<file path="src/rtl/dmem_responder.sv">
// Handshaked multi-cycle data memory for the MIPS datapath: one word request at a time, WAIT_STATES wait cycles, one-cycle response pulse.
// Optional feature: define DMEM_MMIO_EN to map byte address 0xFFFF_FFFC onto the mmio_out register.
module dmem_responder #(
    parameter int DEPTH_WORDS = 64,
    parameter int WAIT_STATES = 1
) (
    input  logic        clk,
    input  logic        reset,
    input  logic        req_valid,
    output logic        req_ready,
    input  logic        req_write,
    input  logic [31:0] req_addr,
    input  logic [31:0] req_wdata,
    output logic        resp_valid,
    output logic [31:0] resp_rdata,
    output logic        resp_err
`ifdef DMEM_MMIO_EN
    ,
    output logic [31:0] mmio_out
`endif
);

    localparam int         AW      = $clog2(DEPTH_WORDS);
    localparam logic [2:0] WS_INIT = 3'(WAIT_STATES);

    typedef enum logic [1:0] {
        S_IDLE = 2'd0,
        S_WAIT = 2'd1,
        S_RESP = 2'd2
    } state_e;

    state_e        state_q, state_d;
    logic [2:0]    cnt_q, cnt_d;
    logic          write_q, write_d;
    logic [31:0]   addr_q, addr_d;
    logic [31:0]   wdata_q, wdata_d;
    logic [31:0]   rdata_q, rdata_d;
    logic          err_q, err_d;
    logic          enter_resp_s;
    logic [AW-1:0] idx_s;
    logic          mmio_hit_s;
    logic          err_s;
    logic          mem_we_s;
`ifdef DMEM_MMIO_EN
    logic [31:0]   mmio_q, mmio_d;
`endif

    logic [31:0]   mem [DEPTH_WORDS];

    // Handshake FSM: request capture, wait-state countdown and response slot.
    always_comb begin
        state_d      = state_q;
        cnt_d        = cnt_q;
        write_d      = write_q;
        addr_d       = addr_q;
        wdata_d      = wdata_q;
        enter_resp_s = 1'b0;
        case (state_q)
            S_IDLE: begin
                if (req_valid) begin
                    write_d = req_write;
                    addr_d  = req_addr;
                    wdata_d = req_wdata;
                    cnt_d   = WS_INIT;
                    if (WS_INIT == 3'd0) begin
                        state_d      = S_RESP;
                        enter_resp_s = 1'b1;
                    end else begin
                        state_d = S_WAIT;
                    end
                end else begin
                    state_d = S_IDLE;
                end
            end
            S_WAIT: begin
                cnt_d = cnt_q - 3'd1;
                if (cnt_q == 3'd1) begin
                    state_d      = S_RESP;
                    enter_resp_s = 1'b1;
                end else begin
                    state_d = S_WAIT;
                end
            end
            S_RESP:  state_d = S_IDLE;
            default: state_d = S_IDLE;
        endcase
    end

    // Address decode and response data; the *_d request fields already hold the live request on a zero-wait accept.
    always_comb begin
        idx_s = addr_d[AW+1:2];
`ifdef DMEM_MMIO_EN
        mmio_hit_s = (addr_d == 32'hFFFF_FFFC);
        mmio_d     = mmio_q;
`else
        mmio_hit_s = 1'b0;
`endif
        err_s    = !mmio_hit_s && ((addr_d[1:0] != 2'b00) || (addr_d[31:AW+2] != {(30-AW){1'b0}}));
        mem_we_s = enter_resp_s && write_d && !err_s && !mmio_hit_s;
        rdata_d  = rdata_q;
        err_d    = err_q;
        if (enter_resp_s) begin
            err_d = err_s;
            if (err_s || write_d) begin
                rdata_d = 32'd0;
            end else if (mmio_hit_s) begin
`ifdef DMEM_MMIO_EN
                rdata_d = mmio_q;
`else
                rdata_d = 32'd0;
`endif
            end else begin
                rdata_d = mem[idx_s];
            end
`ifdef DMEM_MMIO_EN
            if (write_d && mmio_hit_s) begin
                mmio_d = wdata_d;
            end else begin
                mmio_d = mmio_q;
            end
`endif
        end else begin
            rdata_d = rdata_q;
        end
    end

    // Control and response registers.
    always_ff @(posedge clk or negedge reset) begin
        if (!reset) begin
            state_q <= S_IDLE;
            cnt_q   <= 3'd0;
            write_q <= 1'b0;
            addr_q  <= 32'd0;
            wdata_q <= 32'd0;
            rdata_q <= 32'd0;
            err_q   <= 1'b0;
`ifdef DMEM_MMIO_EN
            mmio_q  <= 32'd0;
`endif
        end else begin
            state_q <= state_d;
            cnt_q   <= cnt_d;
            write_q <= write_d;
            addr_q  <= addr_d;
            wdata_q <= wdata_d;
            rdata_q <= rdata_d;
            err_q   <= err_d;
`ifdef DMEM_MMIO_EN
            mmio_q  <= mmio_d;
`endif
        end
    end

    // Storage array: deliberately unreset so contents survive a reset pulse.
    always_ff @(posedge clk) begin
        if (mem_we_s) begin
            mem[idx_s] <= wdata_d;
        end
    end

    assign req_ready  = (state_q == S_IDLE);
    assign resp_valid = (state_q == S_RESP);
    assign resp_rdata = rdata_q;
    assign resp_err   = err_q;
`ifdef DMEM_MMIO_EN
    assign mmio_out   = mmio_q;
`endif

endmodule

</file>
<file path="config.mk">
export PLATFORM = sky130hd
export DESIGN_NAME = dmem_responder
export DESIGN_NICKNAME = d
export VERILOG_FILES = /design/src/rtl/dmem_responder.sv
export SDC_FILE = /design/constraint.sdc
export NUM_CORES = 2
export LEC_CHECK = 0
export ABC_AREA = 1
export CORE_MARGIN = 3
export CORE_UTILIZATION = 45
export DETAILED_ROUTE_END_ITERATION = 16
export SETUP_SLACK_MARGIN = 0.1
export SLEW_MARGIN = 20
export SYNTH_ARGS = -nofsm -noshare
export SYNTH_HDL_FRONTEND = slang
export SYNTH_SLANG_ARGS = --single-unit
</file>
<file path="constraint.sdc">
create_clock -name clk -period 7.09 [get_ports clk]
set_input_delay 1.418 -clock clk [delete_from_list [all_inputs] [get_ports clk]]
set_output_delay 1.418 -clock clk [all_outputs]
set_load 0.02 [all_outputs]
</file>
==> impl_metrics.py <==
metrics = {
    "cts": {
        "cts_inserted_buffers": 218,
        "htreeDepth": 4,
        "cts_setup_buffers": 0,
        "postCtsHoldBufs": 0,
        "clk_latency_ns": 0.88,
        "clk_pin_slew_ns": 0.06,
        "cts_tree": "built",
        "cts_resized": 0,
        "cts_root_buffer": "clkbuf_16",
        "cts.path.max_buffers": 3,
        "clkSinkCount": 2151,
    },
    "synth": {
        "syn-num-nets": 8559,
        "seq_area_frac_synth_pct": 71.5,
        "synthTopCellsByArea": "edfxtp_1, nand2_1, inv_1, nand3_1, dfrtp_1",
        "synth_ff_type": "edfxtp_1",
        "synth_area_per_cell_um2": 10.6,
        "ys_async_sr_fraction_pct": 4.79,
        "synth_edf_count": 2048,
        "synth_commonest_cells": "nand2_1, edfxtp_1, inv_1",
        "ys_types": 34,
        "yosysMostFrequentCell": "nand2_1",
        "syn-cell-area_um2": 89700,
        "yosysTopAreaCell": "edfxtp_1",
        "postSynthCellCount": 8489,
        "ys_ff_latch": 2151,
        "netlist.area_leader.share_pct": 68.6,
        "ys_warn_count": 0,
    },
    "die": {
        "dieHeight_um": 452,
        "rows": 163,
        "dieArea_um2": 205000,
        "io_pins": 103,
        "die_x_um": 452,
        "start_util_pct": 45.4,
        "design.core.area_um2": 198000,
    },
    "global_route": {
        "grt_usage_pct": 26.8,
        "grt_max_degree": 140,
        "grt_use_met3_pct": 5.51,
        "grt_pass1_vias": 56400,
        "grt-ovfl-total": 0,
        "grt_pass1_wl_um": 398000,
        "grtUsageMet2_pct": 40.5,
        "grt_antenna_before_repair": 24,
        "use_met1_pct": 37.4,
        "busiest_layer": "met2",
    },
    "timing": {
        "fin_crit_ns": 5.23,
        "slew_viol_final": 0,
        "fin_crit_sh_pct": 73.8,
        "setup_slack_ns": 1.86,
        "final-hold-violation-count": 0,
        "fin_skew_ns": 0.0595,
        "slew_headroom_pct": 20.7,
        "grt_setup_unrepaired": "no",
        "finalSetupTns_ns": 0,
        "max_freq_mhz": 191,
        "worstMarginPinSlew_ns": 1.19,
        "setup_viol": 0,
    },
    "placement": {
        "dpl_cell_area_um2": 94900,
        "gp_congestion": 0.996,
        "preCtsSetupSlack_ns": 1.04,
        "port_buffers": 102,
        "place_hpwl_um": 169000,
    },
    "detailed_routing": {
        "drt_pass1_iterations": 8,
        "viasPerCell": 5.30,
        "drc_errors": 0,
        "totalWireLength_um": 276000,
        "drt_iter0_drc": 7925,
        "ant_nets": 0,
        "wire_per_inst_um": 24.2,
        "vias": 60500,
    },
    "setup_path": {
        "reg2reg_to": "resp_rdata[11]",
        "cp-end-kind": "register",
        "cp.required_ns": 7.88,
        "start_kind": "primary input",
        "crit_path_end": "resp_rdata[16]",
        "r2r_slack_ns": 2.42,
        "r2r-start": "state_q[0]",
        "critPathLaunch": "req_valid",
        "reg2reg_depth": 13,
        "worst-path-max-fanout": 92,
        "arrival_ns": 6.02,
        "worst-setup-path-type": "primary input to register",
    },
    "min_path": {
        "min_path_type": "register to register",
        "whs_path_depth": 2,
    },
    "cells_and_area": {
        "nFillCells": 17300,
        "drive_above_1_share_pct": 7.20,
        "final_nets": 8663,
        "finish.utilization_pct": 51.6,
        "design_area_um2": 102000,
        "area_growth_pct": 13.6,
    },
    "pwr": {
        "power_density_nw_per_um2": 449,
        "peakVddDrop_mv": 0.455,
        "cellLeakagePower_nw": 41.6,
        "power_mw": 45.7,
    },
    "run": {
        "cap_violations": 0,
    },
    "status": {
        "status": "finished, final reports clean",
    },
}
==> per-stage QoR <==
step / cells / hold WS (ns)
global route: 11400 / 0.506
floorplan: 8489 / 0.443
global placement: 11000 / 0.472
detailed placement: 11000 / 0.462
finish: 11400 / 0.476
CTS: 11400 / 0.477
==> power breakdown <==
group          internal, mW  switching [mW]
clock network          6.37            4.98
registers              16.2           0.206
logic                  3.57            14.4
total                  26.1            19.6
==> cell families after synthesis <==
logic type               count (synthesis)  synth area share (%)
AO/OA/AOI/OAI                          212                  1.21
AND/OR/NAND/NOR                       4787                  21.5
adder cells (fa/ha/maj)                  2                0.0279
buffers and inverters                 1336                  5.79
XOR/XNOR                                 1               0.00977
flip-flops                            2151                  71.5
==> flip-flops by register name, summed over array words and instances, names as in the netlist <==
signal	flops
mem	2048
write_q	1
wdata_q	32
resp_err	1
state_q	2
cnt_q	3
resp_rdata	32
addr_q	32
==> cells in the final DEF, fill, tap and decap left out, drive strengths merged, types with 4 or more instances in the layout <==
| cell type | netlist | routed |
|---|---|---|
| nor3 | 4 | 4 |
| clkdlybuf4s50 | 0 | 101 |
| a21oi | 18 | 18 |
| edfxtp | 2048 | 2048 |
| nand2 | 3822 | 3822 |
| clkinv | 1 | 113 |
| clkbuf | 232 | 266 |
| inv | 928 | 935 |
| bufinv | 0 | 18 |
| buf | 175 | 190 |
| and2 | 44 | 44 |
| nand4 | 127 | 127 |
| diode | 0 | 8 |
| nor2 | 211 | 211 |
| nand3 | 577 | 577 |
| dfrtp | 103 | 103 |
| o21ai | 191 | 191 |
==> worst min-delay path by stage <==
stage,endpoint,slack [ns],start
after floorplan,addr_q[31],0.44,addr_q[31]
after global placement,addr_q[31],0.47,addr_q[31]
after detailed placement,addr_q[31],0.46,addr_q[31]
after CTS,addr_q[31],0.48,addr_q[31]
after global routing,addr_q[22],0.51,addr_q[22]
final,addr_q[31],0.48,addr_q[31]
==> area by class of cell <==
class                      instances  area (um^2)  area share [%]
multi-input combinational       5002        21100            20.7
antenna                            8         20.0          0.0196
inverter                         929         3490            3.42
tap                             2640         3300            3.24
clock inverter                   139         1310            1.28
timing repair buffer             291         2940            2.88
clock buffer                     266         5690            5.58
sequential                      2151        64100            62.9
==> critical path, stage by stage <==
cell and delay, ns:
clkdlybuf4s50_1 0.55, nand2_4 0.57, nand2_1 0.19, nand2_4 0.77, buf_12 0.44, buf_4 0.50
nand2_1 0.10, nand3_1 0.19, nand4_1 0.16, nand2_1 0.09, nand2_1 0.22, nor2_1 0.42
nand3_1 0.14, nand2_1 0.09
==> layer usage <==
layer / part of all wire, % / routed length [um]
met2: 45 / 123000
met3: 9.5 / 26300
met4: 5.1 / 14200
met1: 41 / 112000
met5: 0.012 / 34
Note: power is estimated with default switching activity, not from simulation.
